[config.mk]
export PLATFORM = sky130hd
export DESIGN_NAME = im2_irq_source
export DESIGN_NICKNAME = d
export VERILOG_FILES = /design/src/rtl/im2_irq_source.sv
export SDC_FILE = /design/constraint.sdc
export NUM_CORES = 1
export LEC_CHECK = 0
export BUFFER_PORTS_ARGS = -buffer_cell sky130_fd_sc_hd__buf_2
export CAP_MARGIN = 5
export CORE_MARGIN = 2
export CORE_UTILIZATION = 40
export CTS_CLUSTER_DIAMETER = 60
export DETAILED_ROUTE_END_ITERATION = 12
export SLEW_MARGIN = 20
export SYNTH_ARGS = -nofsm -noshare
export SYNTH_HDL_FRONTEND = slang
export SYNTH_SLANG_ARGS = --single-unit
export TNS_END_PERCENT = 100
[constraint.sdc]
create_clock -name CLK -period 4.84 [get_ports CLK]
set_clock_uncertainty 0.15 [all_clocks]
set_input_delay 0.242 -clock CLK [delete_from_list [all_inputs] [get_ports CLK]]
set_output_delay 0.242 -clock CLK [all_outputs]
set_load 0.05 [all_outputs]
[src/rtl/im2_irq_source.sv]
`default_nettype none
// +--------------------------------------------------------------------------+
// | im2_irq_source                                                           |
// | 8-channel edge-latched interrupt source with Z80 IM2 nesting and RETI.   |
// | Revision: 1.0                                                            |
// +--------------------------------------------------------------------------+
module im2_irq_source #(
   parameter int NCH         = 8,
   parameter int SYNC_STAGES = 2
) (
   input  logic           CLK,
   input  logic           nCPUxRESET,
   input  logic [NCH-1:0] EVT,
   input  logic [1:0]     CPU_ADDR,
   input  logic [7:0]     CPU_D,
   input  logic           nCSxIRQ,
   input  logic           nCPUxRD,
   input  logic           nCPUxWR,
   input  logic           nCPUxM1,
   input  logic           nCPUxIORQ,
   input  logic           nCPUxMREQ,
   output logic [7:0]     D_OUT,
   output logic           D_OE,
   output logic [NCH-1:0] EIRQ,
   output logic           IRQ_ACTIVE
);

   localparam logic [7:0] c_opEd = 8'hED;
   localparam logic [7:0] c_op4d = 8'h4D;

   typedef enum logic [0:0] {
      IDLE   = 1'b0,
      SAW_ED = 1'b1
   } retiState_t;

   logic [NCH-1:0] r_sync [SYNC_STAGES];
   logic [NCH-1:0] r_evtHist;
   logic [NCH-1:0] r_pending;
   logic [NCH-1:0] r_mask;
   logic [NCH-1:0] r_insvc;
   logic [NCH-1:0] r_pol;
   logic           r_wrStbD;
   logic           r_intaD;
   logic           r_fetchD;
   logic [7:0]     r_opcode;
   retiState_t     r_state;

   logic [NCH-1:0] w_evtSync;
   logic [NCH-1:0] w_evtEdge;
   logic [NCH-1:0] w_allow;
   logic [NCH-1:0] w_eirq;
   logic [NCH-1:0] w_served;
   logic [NCH-1:0] w_topInsvc;
   logic [NCH-1:0] w_pendClr;
   logic [NCH-1:0] w_intaSet;
   logic [NCH-1:0] w_retireClr;
   logic           w_wrStb;
   logic           w_wrEvt;
   logic           w_intaStb;
   logic           w_intaEvt;
   logic           w_fetch;
   logic           w_fetchDone;
   logic           w_reti;
   retiState_t     w_stateNext;

   always_ff @(posedge CLK or negedge nCPUxRESET) begin
      if (!nCPUxRESET) begin
         for (int s = 0; s < SYNC_STAGES; s++) r_sync[s] <= '0;
         r_evtHist <= '0;
      end else begin
         r_sync[0] <= EVT;
         for (int s = 1; s < SYNC_STAGES; s++) r_sync[s] <= r_sync[s-1];
         r_evtHist <= r_sync[SYNC_STAGES-1];
      end
   end

   // Edge polarity is applied to the raw flop pair, so rewriting POL never fakes an event.
   assign w_evtSync = r_sync[SYNC_STAGES-1];
   assign w_evtEdge = (~r_pol & w_evtSync & ~r_evtHist) | (r_pol & ~w_evtSync & r_evtHist);

   assign w_wrStb   = ~nCSxIRQ & ~nCPUxIORQ & ~nCPUxWR & nCPUxM1;
   assign w_wrEvt   = w_wrStb & ~r_wrStbD;
   assign w_intaStb = ~nCPUxM1 & ~nCPUxIORQ;
   assign w_intaEvt = w_intaStb & ~r_intaD;
   assign w_fetch   = ~nCPUxM1 & ~nCPUxMREQ & ~nCPUxRD;
   assign w_fetchDone = r_fetchD & nCPUxRD;

   // A channel qualifies only if no in-service bit sits at or above it.
   always_comb begin
      w_allow = '0;
      for (int i = 0; i < NCH; i++) w_allow[i] = ~|(r_insvc >> i);
   end

   assign w_eirq = r_pending & r_mask & w_allow;

   always_comb begin
      w_served   = '0;
      w_topInsvc = '0;
      for (int i = 0; i < NCH; i++) begin
         if (w_eirq[i]) begin
            w_served    = '0;
            w_served[i] = 1'b1;
         end
         if (r_insvc[i]) begin
            w_topInsvc    = '0;
            w_topInsvc[i] = 1'b1;
         end
      end
   end

   always_comb begin
      w_stateNext = r_state;
      w_reti      = 1'b0;
      if (w_fetchDone) begin
         case (r_state)
            IDLE: begin
               if (r_opcode == c_opEd) w_stateNext = SAW_ED;
            end
            SAW_ED: begin
               if (r_opcode != c_opEd) begin
                  w_stateNext = IDLE;
                  w_reti      = (r_opcode == c_op4d);
               end
            end
            default: w_stateNext = IDLE;
         endcase
      end
   end

   assign w_intaSet   = w_intaEvt ? w_served : '0;
   assign w_retireClr = w_reti ? w_topInsvc : '0;
   assign w_pendClr   = ((w_wrEvt && CPU_ADDR == 2'd0) ? CPU_D[NCH-1:0] : '0) | w_intaSet;

   always_ff @(posedge CLK or negedge nCPUxRESET) begin
      if (!nCPUxRESET) begin
         r_pending <= '0;
         r_mask    <= '0;
         r_insvc   <= '0;
         r_pol     <= '0;
         r_wrStbD  <= 1'b0;
         r_intaD   <= 1'b0;
         r_fetchD  <= 1'b0;
         r_opcode  <= '0;
         r_state   <= IDLE;
      end else begin
         r_pending <= (r_pending & ~w_pendClr) | w_evtEdge;
         r_insvc   <= (r_insvc | w_intaSet) & ~w_retireClr;
         if (w_wrEvt && CPU_ADDR == 2'd1) r_mask <= CPU_D[NCH-1:0];
         if (w_wrEvt && CPU_ADDR == 2'd3) r_pol  <= CPU_D[NCH-1:0];
         r_wrStbD <= w_wrStb;
         r_intaD  <= w_intaStb;
         r_fetchD <= w_fetch;
         if (w_fetch) r_opcode <= CPU_D;
         r_state  <= w_stateNext;
      end
   end

   assign D_OE       = ~nCSxIRQ & ~nCPUxIORQ & ~nCPUxRD & nCPUxM1;
   assign EIRQ       = w_eirq;
   assign IRQ_ACTIVE = |r_insvc;

   always_comb begin
      D_OUT = '0;
      if (D_OE) begin
         case (CPU_ADDR)
            2'd0:    D_OUT = r_pending;
            2'd1:    D_OUT = r_mask;
            2'd2:    D_OUT = r_insvc;
            default: D_OUT = r_pol;
         endcase
      end
   end

endmodule
`default_nettype wire

==> qor.txt, run 1 <==
Result of the run = finished, final reports clean
Peak per-stage delay on the critical path = 0.87 ns
CTS tree = built
Worst reg2reg setup slack = 2.51 ns
Synthesis-to-finish area growth = 22.2%
Worst path most repeated cell = sky130_fd_sc_hd__buf_2
Nets = 326
Count of cell instances traversed by the critical path = 5
Drc violations = 0
Hold Path Sink = r_pol[7]
Cts hold-fix bufs = 12
Seq pwr share = 49.0%
Share of total power in combinational logic = 19.9%
Number of cells on the worst hold path = 2
Top cells by instance count after synthesis = sky130_fd_sc_hd__dfrtp_1, sky130_fd_sc_hd__nand2_1, sky130_fd_sc_hd__mux2_2
Sum of overflow across all layers after global routing = 0
Height of the die = 89.3 um
Net count after synthesis = 265
Switching power = 0.000455 W
Number of flops mapped to enable cells by yosys = 0
Top-Level Pins = 44
Clock transition time at the flip-flop clock pins of the worst setup and hold paths = 0.07 ns
Cell Pwr Density = 430 nW/um2
Switching portion of total power = 29.7%
Global-route wire length before repair = 10.3 mm
Worst slew margin = 54.5%
Area of the die = 7970 um2
# clock sinks = 68
Count of cells resized by post-cts repair = 0
FF+latch count, synth = 68
Total number of vias = 2058
Count of nets left with antenna violations after detail routing = 0
Data required, critical path = 4.45 ns
Floorplan row count = 31
Type of the worst setup path = input pin to primary output
Number of antenna violations at the first check in global routing = 0
Pins over their slew limit = 0
Worst voltage drop across the vdd grid = 0.159 mV
Worst Reg2Reg Path Length in Cells = 4
Number of global-route vias before repair = 1968
Synthesized instance count = 239
Leading register cell type out of synthesis = sky130_fd_sc_hd__dfrtp_1
Horiz. Die Dim = 89.3 um
Arrival time of the worst setup path = 2.24 ns
Clock insertion delay at the later pin of the skew report = 0.34 ns
Avg Cell Area, Syn = 12.2 um2
Crit Path Max Fanout = 9
Leading post-synthesis cells by cell area = sky130_fd_sc_hd__dfrtp_1, sky130_fd_sc_hd__mux2_2, sky130_fd_sc_hd__mux4_2
Number of antenna repair diodes = 0
Ratio of cells with drive above 1 in the final layout = 31.3%
Type of element capturing the critical path = primary output
Final core area utilization = 49.8%
GPL Wtd Cong = 0.809
Clock root buffer master = sky130_fd_sc_hd__clkbuf_8
Internal portion of total power = 0.00107 W
Static leakage power = 1.59 nW
Actual slew at the worst max-slew pin = 0.666 ns
Total setup violations reported at the end of the flow = 0
Layout filler cell count = 684
Sum of buffers and inverters on the critical path = 3
Minimum clock period after layout = 2.63 ns
Initial standard-cell utilization of the core = 40.7%
Yosys warning count = 0
Share of total power in the clock network = 31.0%
Cell variety after synth = 40
Area of the mapped netlist = 2910 um2
Global-route total usage across every layer = 17.6%
Reg-to-reg endpoint = r_insvc[0]
Instance count after placement with tap cells included = 376
Min-delay src = CPU_D[7]
# Post-CTS Setup Buffers = 0
Core Box Area = 7140 um2
Async S/R FF share, synth = 100%
# port buffers = 43
Worst-case setup slack after placement = 2.54 ns
RSZ-0062 raised after global routing = false
Clk buf depth = 2
Share of the synthesized area in the top cell type = 58.5%
Most common cell in the synthesized netlist = sky130_fd_sc_hd__dfrtp_1
Routed wire per std cell = 15.6 um
Max capacitance violation total = 0
Share of the clock period used by the worst path = 54.4%
Total negative slack = 0 ns
Post-route non-filler standard cell count = 403
Via count normalized by instance count = 5.11
List of cells traversed by the critical path = dlygate4sd3_1 > buf_2 > or4b_2 > nor2b_1 > buf_2
Length of the first detailed-routing pass in iterations = 4
H-Tree Level Count = 3
Final critical-path setup slack = 2.21 ns
Final routed wirelength across all metal layers = 6.30 mm
Cell type contributing the most total cell area after synthesis = sky130_fd_sc_hd__dfrtp_1
Pin count of the biggest net entering global routing = 44
Post-DP HPWL = 4.47 mm
Cell family contributing the most delay on the critical path = simple AND/OR/NAND/NOR gates
DRC violation total after the first TritonRoute iteration = 58
Highest attainable clock frequency = 380 MHz
Start of the worst register-to-register path = r_insvc[7]
Inserted Clock Buffers = 9
HP Class = input pin to register
Crit path max-delay cell type = sky130_fd_sc_hd__or4b_2
Count of final hold-check violations = 0
Sequential area share after synthesis = 58.5%
Crit path launch type = input pin
-- final cells by class --
class                   count  area [um2]  share of cell area (%)
clock buffers              14         173                    4.86
clock inverters             1        30.0                   0.845
inverters                   7        26.3                   0.739
multi-input cells         158        1160                    32.5
flip-flops and latches     68        1700                    47.9
well taps                  99         124                    3.49
repair buffers             56         343                    9.65
-- worst max path at each step --
stage | end | start
after global placement | r_mask[6] | nCPUxIORQ
after floorplan | r_pending[5] | r_insvc[7]
final | D_OUT[4] | nCPUxIORQ
after CTS | D_OUT[4] | nCPUxIORQ
after detailed placement | r_mask[4] | nCPUxIORQ
after global routing | D_OUT[3] | nCPUxIORQ
-- kinds of logic (layout without fill, tap and decap cells) --
group	count (synthesis)	count (layout)	share of synthesized area [%]
AOI/OAI and AO/OA	33	33	7.06
buffers and inverters	13	78	1.72
DFF	68	68	58.5
muxes	32	32	15.5
and+or+nand+nor	93	93	17.2
-- power groups by stage --
stage	clock, W	sequential, W	combinational (W)
finish	0.000475	0.000750	0.000304
global placement	0	0.000753	0.000296
detailed placement	0	0.000758	0.000300
CTS	0.000490	0.000747	0.000308
floorplan	0	0.000719	0.000240
global route	0.000522	0.000763	0.000334
-- state kept, by name (all words and copies together) (netlist names) --
register and cells:
r_insvc 8, r_evtHist 8, r_pol 8, r_wrStbD 1, r_sync 8, r_fetchD 1, r_pending 8, r_intaD 1
r_opcode 8, r_mask 8, r_state 1, w_evtSync 8
-- metrics by stage --
stage | area, um2 | power (W) | hold WS (ns)
6_report | 3550 | 0.00153 | 0.0355
5_1_grt | 3550 | 0.00162 | 0.0348
4_1_cts | 3550 | 0.00154 | 0.0288
3_5_place_dp | 3230 | 0.00106 | 0.136
3_3_place_gp | 3230 | 0.00105 | 0.134
2_1_floorplan | 2910 | 0.000959 | -0.204
-- cell usage in the layout (no fill, tap or decap), types with 2 or more instances in the layout --
cell type | synthesis | final
sky130_fd_sc_hd__a21oi_1 | 4 | 4
sky130_fd_sc_hd__a31o_2 | 2 | 2
sky130_fd_sc_hd__and3b_1 | 2 | 2
sky130_fd_sc_hd__and4b_1 | 2 | 2
sky130_fd_sc_hd__buf_2 | 1 | 43
sky130_fd_sc_hd__clkbuf_1 | 4 | 2
sky130_fd_sc_hd__clkbuf_8 | 0 | 12
sky130_fd_sc_hd__dfrtp_1 | 68 | 68
sky130_fd_sc_hd__dlygate4sd3_1 | 0 | 12
sky130_fd_sc_hd__inv_1 | 7 | 7
sky130_fd_sc_hd__mux2_2 | 24 | 24
sky130_fd_sc_hd__mux4_2 | 8 | 8
sky130_fd_sc_hd__nand2_1 | 29 | 29
sky130_fd_sc_hd__nand3_1 | 2 | 2
sky130_fd_sc_hd__nand3b_1 | 5 | 5
sky130_fd_sc_hd__nand4_1 | 2 | 2
sky130_fd_sc_hd__nor2_1 | 21 | 21
sky130_fd_sc_hd__nor2b_1 | 9 | 9
sky130_fd_sc_hd__nor3_1 | 6 | 6
sky130_fd_sc_hd__nor4_1 | 3 | 3
sky130_fd_sc_hd__o21ai_0 | 17 | 17
sky130_fd_sc_hd__o31ai_1 | 2 | 2
sky130_fd_sc_hd__or4_1 | 2 | 2
-- layer usage --
metal / GRT usage [%] / part of all wire (%)
met2: 27.7 / 49
met4: 7.87 / 1.8
met3: 3.23 / 3.3
met5: 0 / 0
met1: 24.1 / 45
(Power assumes the default switching activity.)
==> run 2: changes to the inputs <==
clock period = 2.2 ns   (was 4.84 ns; I/O delays follow)
==> qor.txt, run 2 (synthesis gave the netlist of run 1 again) <==
HP Class = input pin to register (unchanged)
Type of element capturing the critical path = primary output (unchanged)
Crit Path Max Fanout = 8 (was 9)
Type of the worst setup path = register to primary output (was input pin to primary output)
Arrival time of the worst setup path = 1.85 ns (was 2.24 ns)
Total Power Consumption = 0.00329 W (was 0.00153 W)
Final core area utilization = 52.0% (was 49.8%)
Total setup violations reported at the end of the flow = 0 (unchanged)
Actual slew at the worst max-slew pin = 0.663 ns (was 0.666 ns)
DRC violation total after the first TritonRoute iteration = 128 (was 58)
Pin count of the biggest net entering global routing = 50 (was 44)
Cell Pwr Density = 886 nW/um2 (was 430 nW/um2)
Max capacitance violation total = 0 (unchanged)
Share of the clock period used by the worst path = 96.0%
# clock sinks = 68 (unchanged)
Routed wire per std cell = 15.3 um (was 15.6 um)
Ratio of cells with drive above 1 in the final layout = 33.4% (was 31.3%)
List of cells traversed by the critical path = nor4_4 > nand3b_1 > or2_2 > buf_2 (was dlygate4sd3_1 > buf_2 > or4b_2 > nor2b_1 > buf_2)
Layout filler cell count = 669 (was 684)
Global-route wire length before repair = 10.5 mm (was 10.3 mm)
Worst voltage drop across the vdd grid = 0.319 mV (was 0.159 mV)
Pins over their slew limit = 0 (unchanged)
Global-route total usage across every layer = 17.8% (was 17.6%)
Post-route non-filler standard cell count = 419 (was 403)
Total negative slack = 0 ns (unchanged)
Sum of overflow across all layers after global routing = 0 (unchanged)
Worst reg2reg setup slack = 0.19 ns (was 2.51 ns)
# port buffers = 43 (unchanged)
Inserted Clock Buffers = 9 (unchanged)
CTS tree = built (unchanged)
Count of nets left with antenna violations after detail routing = 0 (unchanged)
Number of antenna repair diodes = 0 (unchanged)
Count of final hold-check violations = 0 (unchanged)
Clock root buffer master = sky130_fd_sc_hd__clkbuf_8 (unchanged)
Peak per-stage delay on the critical path = 0.48 ns (was 0.87 ns)
Height of the die = 89.3 um (unchanged)
Post-DP HPWL = 4.47 mm (about the same)
Instance count after placement with tap cells included = 383 (was 376)
Data required, critical path = 1.94 ns (was 4.45 ns)
Worst slew margin = 55.6% (was 54.5%)
Synthesis-to-finish area growth = 27.6% (was 22.2%)
Drc violations = 0 (unchanged)
Most frequent cells in the layout = sky130_fd_sc_hd__dfrtp_1, sky130_fd_sc_hd__buf_2, sky130_fd_sc_hd__nand2_1 (unchanged)
Static leakage power = 1.66 nW (was 1.59 nW)
Length of the first detailed-routing pass in iterations = 4 (unchanged)
Core Box Area = 7140 um2 (unchanged)
Total number of vias = 2170 (was 2058)
Clock insertion delay at the later pin of the skew report = 0.35 ns (was 0.34 ns)
RSZ-0062 raised after global routing = false (unchanged)
Crit path launch type = register (was input pin)
Crit path max-delay cell type = sky130_fd_sc_hd__dfrtp_2 (was sky130_fd_sc_hd__or4b_2)
Final routed wirelength across all metal layers = 6.41 mm (was 6.30 mm)
Nets = 343 (was 326)
Floorplan row count = 31 (unchanged)
Area of the die = 7970 um2 (unchanged)
GPL Wtd Cong = 0.825 (was 0.809)
Number of antenna violations at the first check in global routing = 0 (unchanged)
Minimum clock period after layout = 2.11 ns
Most common library cell in the layout ignoring fill and taps = sky130_fd_sc_hd__dfrtp_1 (unchanged)
Top-Level Pins = 44 (unchanged)
Clk buf depth = 2 (unchanged)
Clock transition time at the flip-flop clock pins of the worst setup and hold paths = 0.06 ns (was 0.07 ns)
Via count normalized by instance count = 5.18 (was 5.11)
Highest attainable clock frequency = 473 MHz
Number of global-route vias before repair = 2117 (was 1968)
Result of the run = finished, final reports clean (unchanged)
H-Tree Level Count = 3 (unchanged)
Initial standard-cell utilization of the core = 40.7% (unchanged)
Horiz. Die Dim = 89.3 um (unchanged)
# Post-CTS Setup Buffers = 0 (unchanged)
-- run 2: where the power goes --
group | total (W) | internal (W) | switching (W)
clock | 0.000861 | 0.000421 | 0.000440
combinational | 0.000767 | 0.000373 | 0.000394
sequential | 0.00166 | 0.00144 | 0.000214
-- run 2: layer usage --
| metal | up-vias | global-route usage (%) | part of all wire [%] |
|---|---|---|---|
| met5 | - | 0 | 0 |
| met4 | 0 | 8.55 | 2.2 |
| met3 | 12 | 2.86 | 3.9 |
| met2 | 46 | 28.1 | 47 |
| met1 | 1094 | 24.1 | 47 |
| li1 | 1018 | - | - |
-- run 2: what timing repair did --
item | CTS | global route
gates resized for setup | 3 | 4
endpoints found under the hold margin | 57 | 0
hold buffers | 22 | 0
endpoints found under the setup margin | 4 | 4
-- run 2: final timing paths --
kind,from,endpoint,cells past startpoint
max,r_insvc[6],IRQ_ACTIVE,4
max reg2reg,r_insvc[7],r_insvc[0],5
min reg2reg,r_sync[15],w_evtSync[7],0
min in group asynchronous,nCPUxRESET,r_pol[3],2
min,nCPUxWR,r_wrStbD,3
max in group asynchronous,nCPUxRESET,r_insvc[6],3
-- run 2: worst max-delay path: cells and delay by family, from the launching register on --
kind / cells / cell delay [ns]
AND/OR/NAND/NOR: 3 / 0.82
flip-flops: 1 / 0.48
buffers and inverters: 1 / 0.21
-- run 2: stage by stage --
step / hold slack [ns] / worst slack, ns / area [um2]
6_report: 0.0113 / 0.0872 / 3710
5_1_grt: 0.0755 / 0.0182 / 3710
4_1_cts: 0.00869 / -0.0112 / 3700
3_5_place_dp: -0.0458 / 0.0523 / 3310
3_3_place_gp: -0.0511 / 0.166 / 3310
2_1_floorplan: -0.336 / -0.0810 / 2920
-- run 2: cell type report --
class | instances | area [um2] | share of cell area, %
Sequential cell | 68 | 1700 | 45.9
Multi-Input combinational cell | 158 | 1190 | 32.0
Timing Repair Buffer | 73 | 515 | 13.9
Clock buffer | 11 | 141 | 3.81
Tap cell | 99 | 124 | 3.34
Inverter | 7 | 26.3 | 0.708
Clock inverter | 3 | 15.0 | 0.405
